<file path="config.mk">
export PLATFORM = sky130hd
export DESIGN_NAME = rob_flat
export DESIGN_NICKNAME = d
export VERILOG_FILES = /design/src/rtl/rob_if.sv /design/src/rtl/rob.sv /design/src/flat_wrapper.sv
export SDC_FILE = /design/constraint.sdc
export NUM_CORES = 2
export LEC_CHECK = 0
export ABC_AREA = 1
export CAP_MARGIN = 20
export CORE_ASPECT_RATIO = 1.2
export CORE_UTILIZATION = 50
export CTS_BUF_LIST = sky130_fd_sc_hd__clkbuf_8 sky130_fd_sc_hd__clkbuf_16
export CTS_CLUSTER_DIAMETER = 200
export DETAILED_ROUTE_END_ITERATION = 10
export PLACE_DENSITY = 0.78
export SLEW_MARGIN = 5
export SYNTH_ARGS = -nofsm -noshare
export SYNTH_HDL_FRONTEND = slang
export SYNTH_SLANG_ARGS = --single-unit
</file>
<file path="constraint.sdc">
create_clock -name clk -period 7.5 [get_ports clk]
set_clock_uncertainty 0.1 [all_clocks]
set_input_delay 0.75 -clock clk [delete_from_list [all_inputs] [get_ports clk]]
set_output_delay 0.75 -clock clk [all_outputs]
set_load 0.1 [all_outputs]
</file>
<file path="src/rtl/rob_if.sv">
// Reorder-buffer bundle: decoder alloc, EX writeback, RS broadcast and commit/flush toward the regfile and fetch.
// master = decoder/EX/environment side, slave = the ROB itself.
interface rob_if #(
    parameter int TAG_W  = 4,
    parameter int DATA_W = 32,
    parameter int ADDR_W = 32
);
    logic              rdy;
    logic              if_idle;
    logic              alloc_valid;
    logic [TAG_W-1:0]  alloc_tag;
    logic [4:0]        alloc_rd;
    logic [ADDR_W-1:0] alloc_pc;
    logic              alloc_is_branch;
    logic              alloc_pred_taken;
    logic              ex_valid;
    logic [TAG_W-1:0]  ex_tag;
    logic [DATA_W-1:0] ex_data;
    logic              ex_taken;
    logic [ADDR_W-1:0] ex_target;
    logic [TAG_W-1:0]  tag_renew;
    logic [DATA_W-1:0] data_renew;
    logic              commit_valid;
    logic [4:0]        commit_rd;
    logic [DATA_W-1:0] commit_data;
    logic [TAG_W-1:0]  commit_tag;
    logic              clear;
    logic [ADDR_W-1:0] pc_redirect;

    modport master (
        output rdy, alloc_valid, alloc_rd, alloc_pc, alloc_is_branch, alloc_pred_taken,
               ex_valid, ex_tag, ex_data, ex_taken, ex_target,
        input  if_idle, alloc_tag, tag_renew, data_renew, commit_valid, commit_rd,
               commit_data, commit_tag, clear, pc_redirect
    );

    modport slave (
        input  rdy, alloc_valid, alloc_rd, alloc_pc, alloc_is_branch, alloc_pred_taken,
               ex_valid, ex_tag, ex_data, ex_taken, ex_target,
        output if_idle, alloc_tag, tag_renew, data_renew, commit_valid, commit_rd,
               commit_data, commit_tag, clear, pc_redirect
    );
endinterface

</file>
<file path="src/rtl/rob.sv">
// Reorder buffer: tags issued instructions, collects out-of-order EX results, broadcasts them one cycle later,
// commits one entry per cycle in program order and flushes everything when a committing branch was mispredicted.
module rob #(
    parameter int ROB_SIZE = 16,
    parameter int TAG_W    = 4,
    parameter int DATA_W   = 32,
    parameter int ADDR_W   = 32
) (
    input  logic  clk,
    input  logic  rst,
    rob_if.slave  bus
);
    localparam logic [TAG_W-1:0] FIRST = TAG_W'(1);
    localparam logic [TAG_W-1:0] LAST  = TAG_W'(ROB_SIZE - 1);

    // Slot 0 is the empty tag, so pointers cycle through 1..ROB_SIZE-1 only.
    function automatic logic [TAG_W-1:0] ptr_inc(input logic [TAG_W-1:0] p);
        return (p == LAST) ? FIRST : p + FIRST;
    endfunction

    logic [TAG_W-1:0]    head_q, head_d, tail_q, tail_d, count_q, count_d;
    logic [ROB_SIZE-1:0] busy_q, busy_d, ready_q, ready_d;

    logic [4:0]          rd_q     [ROB_SIZE];
    logic [ADDR_W-1:0]   pc_q     [ROB_SIZE];
    logic                br_q     [ROB_SIZE];
    logic                pred_q   [ROB_SIZE];
    logic [DATA_W-1:0]   data_q   [ROB_SIZE];
    logic                taken_q  [ROB_SIZE];
    logic [ADDR_W-1:0]   target_q [ROB_SIZE];

    logic [TAG_W-1:0]    tag_renew_q, commit_tag_q;
    logic [DATA_W-1:0]   data_renew_q, commit_data_q;
    logic [4:0]          commit_rd_q;
    logic                commit_valid_q, clear_q;
    logic [ADDR_W-1:0]   pc_redirect_q;

    logic                if_idle, alloc_fire, wb_fire, commit_fire, mispredict;
    logic [ADDR_W-1:0]   redirect;

    always_comb begin
        if_idle     = (count_q != LAST);
        alloc_fire  = bus.rdy & bus.alloc_valid & if_idle;
        wb_fire     = bus.rdy & bus.ex_valid & (bus.ex_tag != '0) & busy_q[bus.ex_tag];
        commit_fire = bus.rdy & busy_q[head_q] & ready_q[head_q];
        mispredict  = commit_fire & br_q[head_q] & (taken_q[head_q] != pred_q[head_q]);
        redirect    = taken_q[head_q] ? target_q[head_q] : pc_q[head_q] + ADDR_W'(4);

        head_d  = head_q;
        tail_d  = tail_q;
        count_d = count_q;
        busy_d  = busy_q;
        ready_d = ready_q;
        if (mispredict) begin
            head_d  = FIRST;
            tail_d  = FIRST;
            count_d = '0;
            busy_d  = '0;
            ready_d = '0;
        end else begin
            if (commit_fire) begin
                busy_d[head_q]  = 1'b0;
                ready_d[head_q] = 1'b0;
                head_d          = ptr_inc(head_q);
            end
            if (wb_fire) begin
                ready_d[bus.ex_tag] = 1'b1;
            end
            if (alloc_fire) begin
                busy_d[tail_q]  = 1'b1;
                ready_d[tail_q] = 1'b0;
                tail_d          = ptr_inc(tail_q);
            end
            count_d = count_q + TAG_W'(alloc_fire) - TAG_W'(commit_fire);
        end
    end

    always_ff @(posedge clk or posedge rst) begin
        if (rst) begin
            head_q         <= FIRST;
            tail_q         <= FIRST;
            count_q        <= '0;
            busy_q         <= '0;
            ready_q        <= '0;
            tag_renew_q    <= '0;
            data_renew_q   <= '0;
            commit_valid_q <= 1'b0;
            commit_rd_q    <= '0;
            commit_data_q  <= '0;
            commit_tag_q   <= '0;
            clear_q        <= 1'b0;
            pc_redirect_q  <= '0;
        end else begin
            head_q         <= head_d;
            tail_q         <= tail_d;
            count_q        <= count_d;
            busy_q         <= busy_d;
            ready_q        <= ready_d;
            commit_valid_q <= commit_fire;
            clear_q        <= mispredict;
            // A flush silences the broadcast so the RS never wakes on a squashed result.
            tag_renew_q    <= (wb_fire && !mispredict) ? bus.ex_tag : '0;
            if (wb_fire && !mispredict) begin
                data_renew_q <= bus.ex_data;
            end
            if (commit_fire) begin
                commit_rd_q   <= rd_q[head_q];
                commit_data_q <= data_q[head_q];
                commit_tag_q  <= head_q;
            end
            if (mispredict) begin
                pc_redirect_q <= redirect;
            end
        end
    end

    // Payload needs no reset: busy/ready alone decide whether a slot is meaningful.
    always_ff @(posedge clk) begin
        if (alloc_fire && !mispredict) begin
            rd_q[tail_q]   <= bus.alloc_rd;
            pc_q[tail_q]   <= bus.alloc_pc;
            br_q[tail_q]   <= bus.alloc_is_branch;
            pred_q[tail_q] <= bus.alloc_pred_taken;
        end
        if (wb_fire && !mispredict) begin
            data_q[bus.ex_tag]   <= bus.ex_data;
            taken_q[bus.ex_tag]  <= bus.ex_taken;
            target_q[bus.ex_tag] <= bus.ex_target;
        end
    end

    assign bus.if_idle      = if_idle;
    assign bus.alloc_tag    = tail_q;
    assign bus.tag_renew    = tag_renew_q;
    assign bus.data_renew   = data_renew_q;
    assign bus.commit_valid = commit_valid_q;
    assign bus.commit_rd    = commit_rd_q;
    assign bus.commit_data  = commit_data_q;
    assign bus.commit_tag   = commit_tag_q;
    assign bus.clear        = clear_q;
    assign bus.pc_redirect  = pc_redirect_q;
endmodule

</file>
<file path="src/flat_wrapper.sv">
// flat-port wrapper written by rule: the top's interface ports become plain ports
module rob_flat 
#(
    parameter int ROB_SIZE = 16,
    parameter int TAG_W    = 4,
    parameter int DATA_W   = 32,
    parameter int ADDR_W   = 32
)
  (clk, rst, bus_rdy, bus_alloc_valid, bus_alloc_rd, bus_alloc_pc, bus_alloc_is_branch, bus_alloc_pred_taken, bus_ex_valid, bus_ex_tag, bus_ex_data, bus_ex_taken, bus_ex_target, bus_if_idle, bus_alloc_tag, bus_tag_renew, bus_data_renew, bus_commit_valid, bus_commit_rd, bus_commit_data, bus_commit_tag, bus_clear, bus_pc_redirect);
  rob_if #(.TAG_W(TAG_W), .DATA_W(DATA_W), .ADDR_W(ADDR_W)) bus_i ();
  input  logic clk;
  input  logic rst;
  input wire logic [$bits(bus_i.rdy)-1:0] bus_rdy;
  input wire logic [$bits(bus_i.alloc_valid)-1:0] bus_alloc_valid;
  input wire logic [$bits(bus_i.alloc_rd)-1:0] bus_alloc_rd;
  input wire logic [$bits(bus_i.alloc_pc)-1:0] bus_alloc_pc;
  input wire logic [$bits(bus_i.alloc_is_branch)-1:0] bus_alloc_is_branch;
  input wire logic [$bits(bus_i.alloc_pred_taken)-1:0] bus_alloc_pred_taken;
  input wire logic [$bits(bus_i.ex_valid)-1:0] bus_ex_valid;
  input wire logic [$bits(bus_i.ex_tag)-1:0] bus_ex_tag;
  input wire logic [$bits(bus_i.ex_data)-1:0] bus_ex_data;
  input wire logic [$bits(bus_i.ex_taken)-1:0] bus_ex_taken;
  input wire logic [$bits(bus_i.ex_target)-1:0] bus_ex_target;
  output wire logic [$bits(bus_i.if_idle)-1:0] bus_if_idle;
  output wire logic [$bits(bus_i.alloc_tag)-1:0] bus_alloc_tag;
  output wire logic [$bits(bus_i.tag_renew)-1:0] bus_tag_renew;
  output wire logic [$bits(bus_i.data_renew)-1:0] bus_data_renew;
  output wire logic [$bits(bus_i.commit_valid)-1:0] bus_commit_valid;
  output wire logic [$bits(bus_i.commit_rd)-1:0] bus_commit_rd;
  output wire logic [$bits(bus_i.commit_data)-1:0] bus_commit_data;
  output wire logic [$bits(bus_i.commit_tag)-1:0] bus_commit_tag;
  output wire logic [$bits(bus_i.clear)-1:0] bus_clear;
  output wire logic [$bits(bus_i.pc_redirect)-1:0] bus_pc_redirect;
  assign bus_i.rdy = bus_rdy;
  assign bus_i.alloc_valid = bus_alloc_valid;
  assign bus_i.alloc_rd = bus_alloc_rd;
  assign bus_i.alloc_pc = bus_alloc_pc;
  assign bus_i.alloc_is_branch = bus_alloc_is_branch;
  assign bus_i.alloc_pred_taken = bus_alloc_pred_taken;
  assign bus_i.ex_valid = bus_ex_valid;
  assign bus_i.ex_tag = bus_ex_tag;
  assign bus_i.ex_data = bus_ex_data;
  assign bus_i.ex_taken = bus_ex_taken;
  assign bus_i.ex_target = bus_ex_target;
  assign bus_if_idle = bus_i.if_idle;
  assign bus_alloc_tag = bus_i.alloc_tag;
  assign bus_tag_renew = bus_i.tag_renew;
  assign bus_data_renew = bus_i.data_renew;
  assign bus_commit_valid = bus_i.commit_valid;
  assign bus_commit_rd = bus_i.commit_rd;
  assign bus_commit_data = bus_i.commit_data;
  assign bus_commit_tag = bus_i.commit_tag;
  assign bus_clear = bus_i.clear;
  assign bus_pc_redirect = bus_i.pc_redirect;
  rob #(.ROB_SIZE(ROB_SIZE), .TAG_W(TAG_W), .DATA_W(DATA_W), .ADDR_W(ADDR_W)) u_core (.clk(clk), .rst(rst), .bus(bus_i));
endmodule
</file>
==> results.md <==
STA:
- Setup repair after global routing left no endpoint under its margin.
- The worst path in the final design needs a cycle of 5.40 ns, including I/O delays and setup.
- The transition time at the pin with the least slew margin is 1.13 ns.
- The max-slew violation count is 0.
- Timing would allow up to 185 MHz.
- The hold violation count in the final report is 0.
- Measured against its own limit, the worst slew margin works out to between 20% and 30%.
- The final setup violation count is 0.
- Setup total negative slack on the finished layout was measured at 0 ns.
- The final worst setup slack is ~2.1 ns.
- The share of the cycle needed by the critical path after routing is 72.0%.

Die:
- From left edge to right edge, the die measures 353 um.
- Once the floorplan was initialized, standard cells occupied 50.4% of the core.
- The die span in y is 424 um.
- The total I/O pin count is 229.
- The die covers 150000 sq um.
- After floorplanning, the core was divided into roughly 150 placement rows.
- The total core area is roughly 150000 sq um.

Pwr:
- Dividing total power by cell area gives a power density of 393 nW/um^2.
- The part of the total power dissipated in the clock network is 25.3%.
- The portion of total power attributed to sequential cells is 37.1%.
- Combinational logic is responsible for 37.6% of the overall power.
- The internal power component is just under 20 mW.
- The total power of the final layout is between 30 and 40 mW.
- Net switching is between 40 and 50% of the power.
- Summed over all cells, the static leakage comes to 30.7 nW.
- In this run the power spent charging and discharging nets is approximately 14 mW.
- The maximum VDD drop is around 0.00036 V.

Yosys:
- In the synthesized netlist, the number of instances is 6364.
- The fraction of the yosys area taken by sequential cells is a little over 70%.
- The count of different cell masters after synthesis is 41.
- The area of the mapped netlist is 74100 sq um.
- The count of state elements after synthesis is 1819.
- The mean instance size in the synthesized netlist is 11.6 sq um.
- During synthesis, Yosys emitted a total of 0 warnings.

CTS:
- For the worst-skew pair, the clock arrives at the later sink with an insertion delay of just over 0.8 ns.
- The root buffer cell chosen for the clock tree is sky130_fd_sc_hd__clkbuf_16.
- The post-cts gate resize count is 0.
- The CTS tree is done.
- Buffers inserted during clock tree synthesis total 170.
- The number of buffers inserted for hold repair after clock tree synthesis is 0.
- The clock-pin slew on the worst setup and hold paths is about 0.060 ns.
- Post-CTS timing repair inserted 0 buffers for setup.
- The maximum buffer depth of the clock tree is 3.
- The level count of the clock H-tree is 4.
- The clock net in this run drives a total of approximately 1800 sinks.

Detailed routing:
- The average routed wire per standard cell is 22.8 um.
- The number of search-and-repair iterations in the first detailed-routing pass is 6.
- For this run, design rule violations remaining after detail routing come to 0.
- The number of DRC markers after the initial detailed-route iteration is 6191.
- In this run the remaining antenna-violating nets after routing total 0.
- Summing over every cut layer, the via total after detailed routing is 50400.
- In the routed layout, each cell is associated on average with a via count of 5.83.
- The routed design has 197000 um of wire.

Cells and area:
- For this run, the post-layout net count is between 6000 and 7000.
- The number of fill cells is about 11000.
- Excluding fillers, the count of instances in the completed layout stands at 8636.
- The finished layout cell area is approximately 84000 sq um.
- Relative to the synthesized area, the layout overhead comes to 13.1%.
- In the final layout, the share of cells above drive strength 1 is 5.61%.

GRT:
- The number of antenna violations at the first check in global routing is 12.
- The total congestion overflow is 0.
- For this run, the total global-route usage over all layers was measured as 25.8%.
- The pin count of the biggest net entering global routing is 210.
- The number of global-route vias before repair is between 40000 and 50000.
- The wire length of the first global-routing pass is 293000 um.

Placed design:
- Prior to clock tree synthesis, the placed netlist has a worst setup slack of 1.85 ns.
- The standard cell area after detailed placement is 78200 sq um.
- In this run the tool buffered the top-level ports with 228 buffer cells.
- The global placement routability congestion is 0.929.
- Including well taps, the total number of placed cells is 8306.
- The HPWL after detailed placement is 111000 um.

Critical path:
- The sort of element at the end of the critical path is a flip-flop.
- The worst register-to-register path has a depth of 11.
- The largest fanout of any net on the critical path is just under 200.
- The endpoint identified for the worst register-to-register timing path is u_core.target_q[15][11]$_DFFE_PP_.
- The start of the worst register-to-register path is u_core.head_q[1]$_DFFE_PP0P_.
- The category of the most critical setup path is flip-flop to flip-flop.
- The worst path arrival time is 5.70 ns.
- The worst register-to-register path has a setup slack of 2.10 ns.
- The type of origin of the critical path is a flip-flop.
- The data required time at the worst endpoint is between 7 and 8 ns.

Worst hold path:
- The class of the tightest hold or removal check is primary input to asynchronous set/reset pin.

Run:
- The number of max-capacitance violations reported is 0.

Run status:
- The flow ran to the end, and the final reports show no timing, DRC or antenna violations.
[through the flow]
stage,utilization (%),hold slack (ns)
final,57.0,0.362
after global routing,57.0,0.398
after CTS,56.9,0.365
after detailed placement,53.2,0.358
after global placement,53.2,0.357
after floorplan,-,0.379
[cell usage in the layout, fill, tap and decap left out, types with 68 or more instances in the layout]
cell type and instances:
sky130_fd_sc_hd__o21ai_0 640, sky130_fd_sc_hd__o22ai_1 301, sky130_fd_sc_hd__clkdlybuf4s50_1 228, sky130_fd_sc_hd__inv_1 516, sky130_fd_sc_hd__nand2_1 1308, sky130_fd_sc_hd__nand3_1 253, sky130_fd_sc_hd__a21oi_1 115, sky130_fd_sc_hd__buf_4 68
sky130_fd_sc_hd__nor2_1 848, sky130_fd_sc_hd__clkbuf_16 173, sky130_fd_sc_hd__dfrtp_1 152, sky130_fd_sc_hd__edfxtp_1 1664
[flip-flops by register name, summed over array words and instances, names as in the netlist, 32 cells and up]
name,flops
u_core.bus.pc_redirect,32
u_core.bus.data_renew,32
u_core.target_q,512
u_core.bus.commit_data,32
u_core.rd_q,80
u_core.data_q,512
u_core.pc_q,512
[worst max-delay path: stages (launching register included)]
cell,delay (ns)
sky130_fd_sc_hd__dfrtp_4,0.88
sky130_fd_sc_hd__clkinv_8,0.78
sky130_fd_sc_hd__o21ai_0,0.35
sky130_fd_sc_hd__o22ai_1,0.11
sky130_fd_sc_hd__nand2_1,0.07
sky130_fd_sc_hd__nand2_1,0.10
sky130_fd_sc_hd__nor2_4,0.13
sky130_fd_sc_hd__xor2_1,0.27
sky130_fd_sc_hd__nor2_4,0.09
sky130_fd_sc_hd__buf_4,0.36
sky130_fd_sc_hd__nor2_4,0.82
sky130_fd_sc_hd__buf_4,0.81
[cells in the mapped netlist]
cell type	instances	share of area [%]
sky130_fd_sc_hd__conb_1	1	0.0051
sky130_fd_sc_hd__nand4_1	21	0.18
sky130_fd_sc_hd__xnor2_1	1	0.012
sky130_fd_sc_hd__inv_2	5	0.025
sky130_fd_sc_hd__nor3_1	3	0.020
sky130_fd_sc_hd__inv_4	1	0.0084
sky130_fd_sc_hd__nand2_2	1	0.0084
sky130_fd_sc_hd__buf_6	7	0.11
sky130_fd_sc_hd__nand3_1	253	1.7
sky130_fd_sc_hd__a41oi_1	22	0.26
sky130_fd_sc_hd__edfxtp_1	1664	67
sky130_fd_sc_hd__o221ai_1	3	0.035
sky130_fd_sc_hd__nand3b_1	1	0.010
sky130_fd_sc_hd__nand2_1	1308	6.6
sky130_fd_sc_hd__a22oi_1	10	0.10
sky130_fd_sc_hd__nand3_2	1	0.014
sky130_fd_sc_hd__o22ai_1	301	2.5
sky130_fd_sc_hd__nor2_4	5	0.076
sky130_fd_sc_hd__clkinv_1	3	0.015
sky130_fd_sc_hd__dfstp_2	2	0.071
sky130_fd_sc_hd__a21oi_1	115	0.78
sky130_fd_sc_hd__o21ai_0	640	4.3
sky130_fd_sc_hd__o21ai_1	8	0.054
sky130_fd_sc_hd__clkbuf_1	183	0.93
sky130_fd_sc_hd__a21boi_0	1	0.010
sky130_fd_sc_hd__nor2_2	7	0.059
sky130_fd_sc_hd__nor2_1	879	4.5
sky130_fd_sc_hd__fa_1	1	0.027
sky130_fd_sc_hd__clkbuf_2	1	0.0067
sky130_fd_sc_hd__buf_4	46	0.47
sky130_fd_sc_hd__xor2_1	8	0.095
sky130_fd_sc_hd__a22o_1	41	0.48
sky130_fd_sc_hd__buf_2	125	0.84
sky130_fd_sc_hd__a31oi_1	43	0.36
sky130_fd_sc_hd__a32oi_1	1	0.012
sky130_fd_sc_hd__ha_1	14	0.24
sky130_fd_sc_hd__inv_1	472	2.4
sky130_fd_sc_hd__nor3_2	1	0.014
sky130_fd_sc_hd__buf_1	10	0.051
sky130_fd_sc_hd__o211ai_1	2	0.020
sky130_fd_sc_hd__dfrtp_1	153	5.2
[cell families after synthesis]
| family | count (synthesis) | synth area share (%) |
|---|---|---|
| AO/OA/AOI/OAI | 1187 | 8.98 |
| XOR/XNOR | 9 | 0.106 |
| adder cells (fa/ha/maj) | 15 | 0.263 |
| buffers and inverters | 853 | 4.84 |
| flip-flops | 1819 | 72.6 |
| other | 1 | 0.00506 |
| AND/OR/NAND/NOR | 2480 | 13.2 |
[how the worst max path moves through the flow]
stage	start	slack [ns]	to	cells after the start
floorplan	bus_ex_tag[1]	0.63	u_core.data_q[13][0]$_DFFE_PP_	9
global placement	bus_ex_tag[0]	1.91	u_core.target_q[6][17]$_DFFE_PP_	14
detailed placement	bus_ex_tag[0]	1.85	u_core.target_q[6][17]$_DFFE_PP_	14
CTS	u_core.head_q[1]$_DFFE_PP0P_	2.10	u_core.target_q[6][13]$_DFFE_PP_	13
global route	u_core.head_q[0]$_DFFE_PP1P_	1.80	u_core.bus.pc_redirect[20]$_DFFE_PP0N_	16
finish	u_core.head_q[1]$_DFFE_PP0P_	2.10	u_core.target_q[15][11]$_DFFE_PP_	11
[per-layer routing]
| metal | track usage (%) | part of all wire, % |
|---|---|---|
| met5 | 0 | 0.037 |
| met4 | 13.1 | 4.8 |
| met3 | 4.25 | 8.6 |
| met2 | 43.3 | 49 |
| met1 | 32.4 | 37 |
[area by class of cell]
class	count	area, sq um	share of cell area, %
Sequential cell	1819	53900	64.3
Multi-Input combinational cell	3756	17200	20.5
Clock buffer	180	4430	5.28
Timing Repair Buffer	307	3050	3.64
Tap cell	1950	2440	2.91
Inverter	481	1840	2.19
Clock inverter	136	1000	1.20
Antenna cell	7	17.5	0.0209
[power groups by stage]
stage	clock, mW	sequential, mW	combinational [mW]
after floorplan	0	14.3	6.55
after global placement	0	12.4	11.9
after detailed placement	0	12.4	12.1
after CTS	8.38	12.2	12.2
after global routing	8.78	12.3	13.3
final	8.32	12.2	12.4
Power figures use the tool's default switching activity.
